**config.mk**
```make
export PLATFORM = sky130hd
export DESIGN_NAME = regfile_writeback
export DESIGN_NICKNAME = d
export VERILOG_FILES = /design/src/rtl/regfile_writeback.sv
export SDC_FILE = /design/constraint.sdc
export NUM_CORES = 1
export LEC_CHECK = 0
export CAP_MARGIN = 20
export CORE_UTILIZATION = 30
export CTS_CLUSTER_DIAMETER = 40
export DETAILED_ROUTE_END_ITERATION = 8
export HOLD_SLACK_MARGIN = 0.06
export SYNTH_ARGS = -nofsm -noshare
export SYNTH_HDL_FRONTEND = slang
export SYNTH_SLANG_ARGS = --single-unit
```
**constraint.sdc**
```tcl
create_clock -name clk -period 2.71 [get_ports clk]
set_clock_uncertainty 0.2 [all_clocks]
set_input_delay 0.542 -clock clk [delete_from_list [all_inputs] [get_ports clk]]
set_output_delay 0.542 -clock clk [all_outputs]
set_load 0.005 [all_outputs]
```
**src/rtl/regfile_writeback.sv**
```systemverilog
// regfile_writeback: write-side controller for a 32x32 register file.
// Merges single-cycle ALU results and queued multi-cycle results onto the
// one registered write port, and tracks outstanding multi-cycle destinations
// in a per-register pending scoreboard.
// Optional macro REGFILE_WB_FWD_EN adds combinational forwarding of the
// write currently presented on we/rd/wd to the two checked source indices.
module regfile_writeback #(
  parameter int XLEN       = 32,
  parameter int NREG       = 32,
  parameter int AW         = 5,
  parameter int LQ_DEPTH   = 4,
  parameter int STARVE_MAX = 3
) (
  input  logic            clk,
  input  logic            rst,
  input  logic            alu_valid,
  input  logic [AW-1:0]   alu_rd,
  input  logic [XLEN-1:0] alu_data,
  output logic            alu_stall,
  input  logic            mc_valid,
  output logic            mc_ready,
  input  logic [AW-1:0]   mc_rd,
  input  logic [XLEN-1:0] mc_data,
  input  logic            issue_valid,
  input  logic [AW-1:0]   issue_rd,
  input  logic [AW-1:0]   chk_rs1,
  input  logic [AW-1:0]   chk_rs2,
  output logic            busy_rs1,
  output logic            busy_rs2,
  output logic            we,
  output logic [AW-1:0]   rd,
  output logic [XLEN-1:0] wd
`ifdef REGFILE_WB_FWD_EN
  ,
  output logic            fwd_rs1_hit,
  output logic [XLEN-1:0] fwd_rs1_data,
  output logic            fwd_rs2_hit,
  output logic [XLEN-1:0] fwd_rs2_data
`endif
);

  localparam int PW = (LQ_DEPTH > 1) ? $clog2(LQ_DEPTH) : 1;
  localparam int CW = PW + 1;
  localparam int SW = (STARVE_MAX > 0) ? $clog2(STARVE_MAX + 1) : 1;

  localparam logic [CW-1:0] DEPTH_C    = CW'(LQ_DEPTH);
  localparam logic [SW-1:0] STARVE_LIM = SW'(STARVE_MAX);

  // Multi-cycle result queue storage and bookkeeping
  logic [AW-1:0]   q_rd   [LQ_DEPTH];
  logic [XLEN-1:0] q_data [LQ_DEPTH];
  logic [PW-1:0]   wr_ptr;
  logic [PW-1:0]   rd_ptr;
  logic [CW-1:0]   count;

  logic            empty;
  logic            full;
  logic            push;
  logic            pop;
  logic [AW-1:0]   head_rd;
  logic [XLEN-1:0] head_data;

  // Arbitration state
  logic [SW-1:0]   starve;
  logic            stall;
  logic            alu_win;

  // Pending scoreboard
  logic [NREG-1:0] sb;
  logic [NREG-1:0] sb_next;
  logic [NREG-1:0] set_mask;
  logic [NREG-1:0] clr_mask;

  assign empty     = (count == '0);
  assign full      = (count == DEPTH_C);
  assign mc_ready  = !full;
  assign push      = mc_valid && !full;
  assign head_rd   = q_rd[rd_ptr];
  assign head_data = q_data[rd_ptr];

  // Queue wins only after it has lost STARVE_MAX cycles in a row; the ALU
  // otherwise has priority, and a refused ALU result must be held upstream.
  assign stall     = (starve == STARVE_LIM) && !empty;
  assign alu_stall = stall && alu_valid;
  assign alu_win   = alu_valid && !stall;
  assign pop       = !alu_win && !empty;

  // Queue entry storage: written on push, no reset needed for data
  always_ff @(posedge clk) begin
    if (push) begin
      q_rd[wr_ptr]   <= mc_rd;
      q_data[wr_ptr] <= mc_data;
    end
  end

  // Queue pointers and occupancy; pointers wrap naturally at LQ_DEPTH
  always_ff @(posedge clk) begin
    if (rst) begin
      wr_ptr <= '0;
      rd_ptr <= '0;
      count  <= '0;
    end else begin
      if (push) wr_ptr <= wr_ptr + PW'(1);
      if (pop)  rd_ptr <= rd_ptr + PW'(1);
      case ({push, pop})
        2'b10:   count <= count + CW'(1);
        2'b01:   count <= count - CW'(1);
        default: count <= count;
      endcase
    end
  end

  // Starvation counter: counts ALU wins over a waiting queue, saturating
  always_ff @(posedge clk) begin
    if (rst || empty || pop) begin
      starve <= '0;
    end else if (alu_win && (starve != STARVE_LIM)) begin
      starve <= starve + SW'(1);
    end
  end

  // Registered write port: ALU first, then queue head, else idle with hold
  always_ff @(posedge clk) begin
    if (rst) begin
      we <= 1'b0;
      rd <= '0;
      wd <= '0;
    end else if (alu_win) begin
      we <= (alu_rd != '0);
      rd <= alu_rd;
      wd <= alu_data;
    end else if (pop) begin
      we <= (head_rd != '0);
      rd <= head_rd;
      wd <= head_data;
    end else begin
      we <= 1'b0;
    end
  end

  // Scoreboard next state: issue sets win over pop clears, x0 never set
  always_comb begin
    set_mask = '0;
    clr_mask = '0;
    if (issue_valid && (issue_rd != '0)) begin
      set_mask = NREG'(1) << issue_rd;
    end
    if (pop && (head_rd != '0)) begin
      clr_mask = NREG'(1) << head_rd;
    end
    sb_next    = (sb & ~clr_mask) | set_mask;
    sb_next[0] = 1'b0;
  end

  // Scoreboard register
  always_ff @(posedge clk) begin
    if (rst) begin
      sb <= '0;
    end else begin
      sb <= sb_next;
    end
  end

  assign busy_rs1 = (chk_rs1 != '0) && sb[chk_rs1];
  assign busy_rs2 = (chk_rs2 != '0) && sb[chk_rs2];

`ifdef REGFILE_WB_FWD_EN
  // Forward the write presented this cycle, before the file commits it
  assign fwd_rs1_hit  = we && (rd != '0) && (rd == chk_rs1);
  assign fwd_rs1_data = wd;
  assign fwd_rs2_hit  = we && (rd != '0) && (rd == chk_rs2);
  assign fwd_rs2_data = wd;
`endif

endmodule

```
==> results.py, run 1 <==
metrics = {
    "run_status": {
        "status": "finished, violations left",
        "violations": "setup timing",
    },
    "detailed_routing": {
        "wl_per_cell_um": 19.0,
        "ant_nets": 0,
        "drt-total-wl_mm": 24.5,
        "drt_first_pass_iters": 5,
        "vias_per_cell": 5.11,
        "drt_iter0_markers": 601,
        "drc": 0,
        "dr_total_vias": 6572,
    },
    "sta": {
        "timing.fmax_mhz": 353,
        "setup_viol": 2,
        "whs_ps": 237,
        "fin_ws_ps": -120,
        "tns_ps": -149,
        "finalCriticalPeriod_ps": 2830,
        "slew_headroom": 0.579,
        "slew_violations": 0,
        "fin_crit_sh": 1.04,
        "rsz0062_at_grt": "yes",
        "finalHoldViolations": 0,
        "tightestPinTransition_ps": 631,
    },
    "final_layout": {
        "layout_commonest_cell": "edfxtp_1",
        "layout_common_cells": "edfxtp_1 (148), clkdlybuf4s50_1 (125), nand2_1 (77)",
        "n_fill_cell": 2808,
        "multiInputGateArea_mm2": 0.00327,
        "ff_latch_area_mm2": 0.00606,
        "drive_above_1_share": 0.232,
        "stdcell_area_mm2": 0.0128,
        "antenna_cells": 0,
        "area_delta_synth_final_pct": 33.9,
        "finalNetCount": 968,
    },
    "floorplanning": {
        "fp.dieW_um": 180,
        "core_area_mm2": 0.0310,
        "die_h_um": 180,
        "ioPinCount": 136,
        "initial_core_util": 0.308,
        "die_area_mm2": 0.0326,
        "rows": 64,
    },
    "setup_path": {
        "crit_family": "simple AND/OR/NAND/NOR gates",
        "cp-start-kind": "flop",
        "crit_chain": "mux4_2 -> nand3_1 -> o21ai_1 -> or4_1 -> buf_2",
        "rr_startpoint": "count[2]",
        "critical_path.max_fanout": 3,
        "end_kind": "output port",
        "cp.required_ps": 1970,
        "critPathLaunch": "sb[11]",
        "critPathKind": "reg -> out",
        "max_stage_delay_ps": 480,
        "slowest_stage": "or4_1",
        "cp_num_buf_inv": 1,
        "arrival_ps": 2090,
    },
    "global_routing": {
        "grt_pass1_wl_mm": 38.3,
        "grt_pass1_vias": 6591,
        "grt_max_degree": 56,
        "antenna_found_initial": 2,
        "grt_usage": 0.150,
        "grt.overflow.total": 0,
    },
    "synthesis": {
        "synth.cell_area_mm2": 0.00955,
        "yosys.area_share.simple": 0.103,
        "synthXorXnorAreaFrac": 0.00458,
        "synth_cell_type_count": 48,
        "ys_ff_latch": 228,
        "async_reset_ff_frac": 0,
        "synth_compound_area_frac": 0.0908,
        "synth_fa_ha_area_frac": 0.00995,
        "ys_seq_area_frac": 0.633,
        "synth_top_family_by_area": "multiplexers",
        "postSynthCellCount": 689,
        "syn_nets": 790,
        "yosys_most_used_dff": "edfxtp_1",
        "syn_avg_cell_area_um2": 13.9,
        "ys.warnings.count": 0,
        "synth_edf_count": 148,
        "synthMuxAreaShare": 0.130,
    },
    "pwr": {
        "p_int_uw": 7860,
        "p_clk_frac": 0.355,
        "p_seq_frac": 0.400,
        "powerDensity_mw_per_mm2": 859,
        "power_switching_uw": 3130,
        "p_leak_uw": 0.00440,
        "vdd_drop_max_mv": 0.536,
        "comb_power_share": 0.245,
        "p_sw_frac": 0.285,
    },
    "clock_network": {
        "clock_latency_ps": 550,
        "clockBufferDepth": 3,
        "cts.clk_slew.worst_paths_ps": 60,
        "clockRootBuffer": "clkbuf_16",
        "cts_buffers": 30,
        "cts-htree-levels": 1,
        "cts_sinks": 228,
        "cts_tree": "done",
    },
    "placed_design": {
        "port_buffers": 135,
        "place_area_mm2": 0.0117,
        "place_ws_ps": -870,
        "place_congestion": 0.850,
        "detailed_place_hpwl_mm": 16.2,
    },
    "run": {
        "maxCapViolCount": 0,
    },
    "hold_path": {
        "hp-start": "starve[0]",
        "hp-class": "reg -> reg",
    },
}
## cell usage after synthesis (2+ instances only)
cell type | instances | area, um^2
nand2_1 | 77 | 289
o211ai_1 | 2 | 15.0
nor3_1 | 2 | 10.0
nor3b_1 | 4 | 30.0
nand2b_1 | 6 | 37.5
nor2b_1 | 3 | 18.8
nor2_1 | 50 | 188
a311oi_1 | 33 | 289
and3b_1 | 2 | 17.5
nor4_1 | 2 | 12.5
nand3_1 | 35 | 175
edfxtp_1 | 148 | 4440
o31ai_1 | 20 | 150
mux2i_1 | 6 | 60.1
xnor2_1 | 2 | 17.5
inv_1 | 8 | 30.0
ha_1 | 6 | 75.1
and3_1 | 9 | 56.3
buf_2 | 8 | 40.0
mux4_2 | 50 | 1130
mux2_2 | 5 | 56.3
nand3b_1 | 6 | 45.0
xor2_1 | 3 | 26.3
buf_1 | 6 | 22.5
a21oi_1 | 34 | 170
buf_6 | 3 | 33.8
o21ai_0 | 3 | 15.0
clkbuf_1 | 40 | 150
dfxtp_1 | 80 | 1600
o311ai_1 | 3 | 26.3
or4_1 | 3 | 22.5
o221ai_1 | 4 | 35.0
o31ai_2 | 9 | 113
or3_1 | 3 | 18.8
## layer usage
| metal | vias up | global-route usage | share of wire |
|---|---|---|---|
| met3 | 29 | 0.0404 | 0.087 |
| met4 | 2 | 0.0325 | 0.014 |
| met5 | - | 0 | 0.00053 |
| met1 | 3237 | 0.205 | 0.44 |
| met2 | 275 | 0.238 | 0.46 |
| li1 | 3029 | - | - |
## cell families (layout without fill, tap and decap cells)
logic type / after synthesis / count (layout)
DFF: 228 / 228
and+or+nand+nor: 210 / 210
AOI/OAI and AO/OA: 113 / 113
buffers and inverters: 65 / 267
muxes: 61 / 61
adders and majority gates: 7 / 7
xor gates and xnor gates: 5 / 5
## state kept, by name, summed over array words and instances (netlist names), named ones only
register	count
rd	5
count	3
sb	31
we	1
q_data	128
q_rd	20
wr_ptr	2
starve	2
wd	32
rd_ptr	2
## area by class of cell
cell class                 count  area share
sequential                   228       0.474
multi-input combinational    396       0.255
timing repair buffer         203       0.151
clock buffer                  33      0.0596
tap                          396      0.0387
clock inverter                23      0.0188
inverter                       8     0.00235
## power groups by stage
| stage | Sequential, uW | Combinational [uW] | Clock, uW |
|---|---|---|---|
| detailed placement | 4460 | 2720 | 0 |
| CTS | 4400 | 2740 | 3970 |
| finish | 4390 | 2690 | 3900 |
| global placement | 4460 | 2710 | 0 |
| global route | 4440 | 2940 | 4130 |
| floorplan | 4410 | 1600 | 0 |
## final timing paths
| path | end | slack, ps | cells past startpoint |
|---|---|---|---|
| max | busy_rs1 | -120 | 5 |
| max reg2reg | count[2] | 320 | 9 |
| min | starve[0] | 240 | 1 |
| min reg2reg | starve[0] | 240 | 1 |
## timing repair
item                       CTS  global route
resized for setup           31             7
pin swaps                    5             3
buffers inserted             3             0
hold endpoints to repair     2             0
hold buffers                 1             0
setup endpoints to repair    3             2
## through the flow
step	total power, uW	utilization	std cells
after global placement	7160	0.379	1227
after CTS	11100	0.412	1287
after detailed placement	7180	0.379	1227
final	11000	0.413	1287
after global routing	11500	0.413	1287
after floorplan	6020	-	689
Note: power is estimated with default switching activity, not from simulation.
==> run 2: changes to the inputs <==
--- a/config.mk
+++ b/config.mk
@@ -7,7 +7,6 @@
 export LEC_CHECK = 0
 export CAP_MARGIN = 20
 export CORE_UTILIZATION = 30
-export CTS_CLUSTER_DIAMETER = 40
 export DETAILED_ROUTE_END_ITERATION = 8
 export HOLD_SLACK_MARGIN = 0.06
 export SYNTH_ARGS = -nofsm -noshare
==> results.py, run 2 (synthesized netlist as in run 1, its figures left out) <==
metrics = {
    "run_status": {
        "status": "finished, violations left",
        "violations": "setup timing",
    },
    "detailed_routing": {
        "drc": 0,
        "dr_total_vias": 6499,
        "drt_iter0_markers": 530,
        "drt-total-wl_mm": 24.4,
        "wl_per_cell_um": 19.1,
        "ant_nets": 0,
        "vias_per_cell": 5.09,
        "drt_first_pass_iters": 5,
    },
    "setup_path": {
        "end_kind": "output port",
        "critPathKind": "reg -> out",
        "cp.required_ps": 1970,
        "r2r_cells": 9,
        "critical_path.max_fanout": 2,
        "arrival_ps": 2090,
        "cp-start-kind": "flop",
    },
    "global_routing": {
        "grt_pass1_vias": 6569,
        "grt_max_degree": 56,
        "grt.overflow.total": 0,
        "grt_pass1_wl_mm": 38.2,
        "antenna_found_initial": 2,
        "grt_usage": 0.150,
    },
    "sta": {
        "fin_ws_ps": -117,
        "fin_crit_sh": 1.04,
        "tightestPinTransition_ps": 629,
        "timing.fmax_mhz": 354,
        "whs_ps": 237,
        "finalHoldViolations": 0,
        "slew_headroom": 0.581,
        "rsz0062_at_grt": "yes",
        "slew_violations": 0,
        "setup_viol": 2,
        "finalCriticalPeriod_ps": 2830,
    },
    "placed_design": {
        "detailed_place_hpwl_mm": 16.2,
        "port_buffers": 135,
        "dpl.cell_count": 1227,
        "place_congestion": 0.850,
    },
    "final_layout": {
        "area_delta_synth_final_pct": 32.0,
        "top_regs": "q_data (128), wd (32), sb (31)",
        "layout_common_cells": "edfxtp_1 (148), clkdlybuf4s50_1 (125), nand2_1 (77)",
        "n_fill_cell": 2837,
        "antenna_cells": 0,
        "final_cells": 1276,
        "largest_reg_flops": 128,
        "layout_commonest_cell": "edfxtp_1",
        "finalNetCount": 962,
        "drive_above_1_share": 0.223,
        "regMostFlops": "q_data",
    },
    "clock_network": {
        "clock_latency_ps": 530,
        "cts_buffers": 25,
        "cts_sinks": 228,
        "clockBufferDepth": 3,
        "cts.clk_slew.worst_paths_ps": 70,
        "cts-htree-levels": 1,
        "clockRootBuffer": "clkbuf_16",
        "cts_tree": "done",
    },
    "floorplanning": {
        "fp.dieW_um": 180,
        "initial_core_util": 0.308,
        "ioPinCount": 136,
        "die_h_um": 180,
        "rows": 64,
        "core_area_mm2": 0.0310,
        "die_area_mm2": 0.0326,
    },
    "pwr": {
        "power_switching_uw": 2950,
        "powerDensity_mw_per_mm2": 829,
        "p_leak_uw": 0.00432,
        "vdd_drop_max_mv": 0.507,
        "comb_power_share": 0.258,
        "p_seq_frac": 0.420,
        "p_sw_frac": 0.282,
        "p_clk_frac": 0.322,
        "p_int_uw": 7500,
    },
    "hold_path": {
        "hp-class": "reg -> reg",
        "hold-path-cell-count": 1,
    },
    "run": {
        "maxCapViolCount": 0,
    },
}
[run 2: cell types whose count changed in the layout (fill, tap and decap cells not counted), moves of 2 or more]
cell / before / now
clkbuf_8: 0 / 2
clkbuf_16: 30 / 27
clkinv_4: 4 / 0
clkinv_1: 5 / 0
bufinv_16: 3 / 1
inv_6: 5 / 1
clkbuf_1: 3 / 8
clkinv_2: 2 / 4
[run 2: worst paths after layout]
check            start   endpoint  slack, ps
min          starve[0]  starve[0]        240
min reg2reg  starve[0]  starve[0]        240
max             sb[23]   busy_rs1       -120
max reg2reg   count[0]   count[2]        300
[run 2: power groups by stage]
stage,Sequential (uW),Combinational [uW],Clock [uW]
6_report,4390,2700,3360
3_5_place_dp,4460,2720,0
5_1_grt,4440,2950,3570
3_3_place_gp,4460,2710,0
2_1_floorplan,4410,1600,0
4_1_cts,4400,2740,3440
[run 2: area by class of cell]
cell class / count / area [um^2] / area share
Clock buffer: 38 / 738 / 0.0586
Clock inverter: 8 / 86.3 / 0.00685
Inverter: 8 / 30.0 / 0.00238
Multi-Input combinational cell: 396 / 3270 / 0.259
Sequential cell: 228 / 6060 / 0.481
Tap cell: 396 / 495 / 0.0393
Timing Repair Buffer: 202 / 1930 / 0.153
[run 2: repair_timing]
| item | in CTS | in global routing |
|---|---|---|
| endpoints found under the hold margin | 2 | 0 |
| hold buffers | 1 | 0 |
| setup buffers | 2 | 0 |
| resized for setup | 33 | 5 |
| pin swaps | 4 | 2 |
| endpoints found under the setup margin | 3 | 2 |
[run 2: per-stage QoR]
stage	total power (uW)	utilization	TNS, ps	setup WS (ps)	cell area (um^2)
after floorplan	6020	-	0	38.6	9550
after global placement	7160	0.379	-1560	-869	11700
after detailed placement	7180	0.379	-1530	-870	11700
after CTS	10600	0.406	-176	-131	12600
after global routing	11000	0.407	-291	-189	12600
final	10400	0.407	-149	-117	12600
[run 2: critical path, stage by stage (launching register included)]
cell and delay, ps:
dfxtp_2 330, mux4_2 460, nand4b_1 90, o21ai_1 60, or4_1 480, buf_2 140
[run 2: metal layers]
metal / wire (um) / vias to the layer above / GRT usage / part of all wire
met4: 459 / 2 / 0.0362 / 0.019
met2: 11200 / 232 / 0.240 / 0.46
li1: - / 3013 / - / -
met3: 1790 / 36 / 0.0370 / 0.073
met1: 11000 / 3216 / 0.203 / 0.45
met5: 13 / - / 0 / 0.00053
==> run 3: changes to the inputs <==
--- a/config.mk
+++ b/config.mk
@@ -5,6 +5,7 @@
 export SDC_FILE = /design/constraint.sdc
 export NUM_CORES = 1
 export LEC_CHECK = 0
+export ABC_CLOCK_PERIOD_IN_PS = 2710
 export CAP_MARGIN = 20
 export CORE_UTILIZATION = 30
 export DETAILED_ROUTE_END_ITERATION = 8
==> results of run 3 <==
Same layout as run 2: the final DEF is identical, and so are final timing and power.
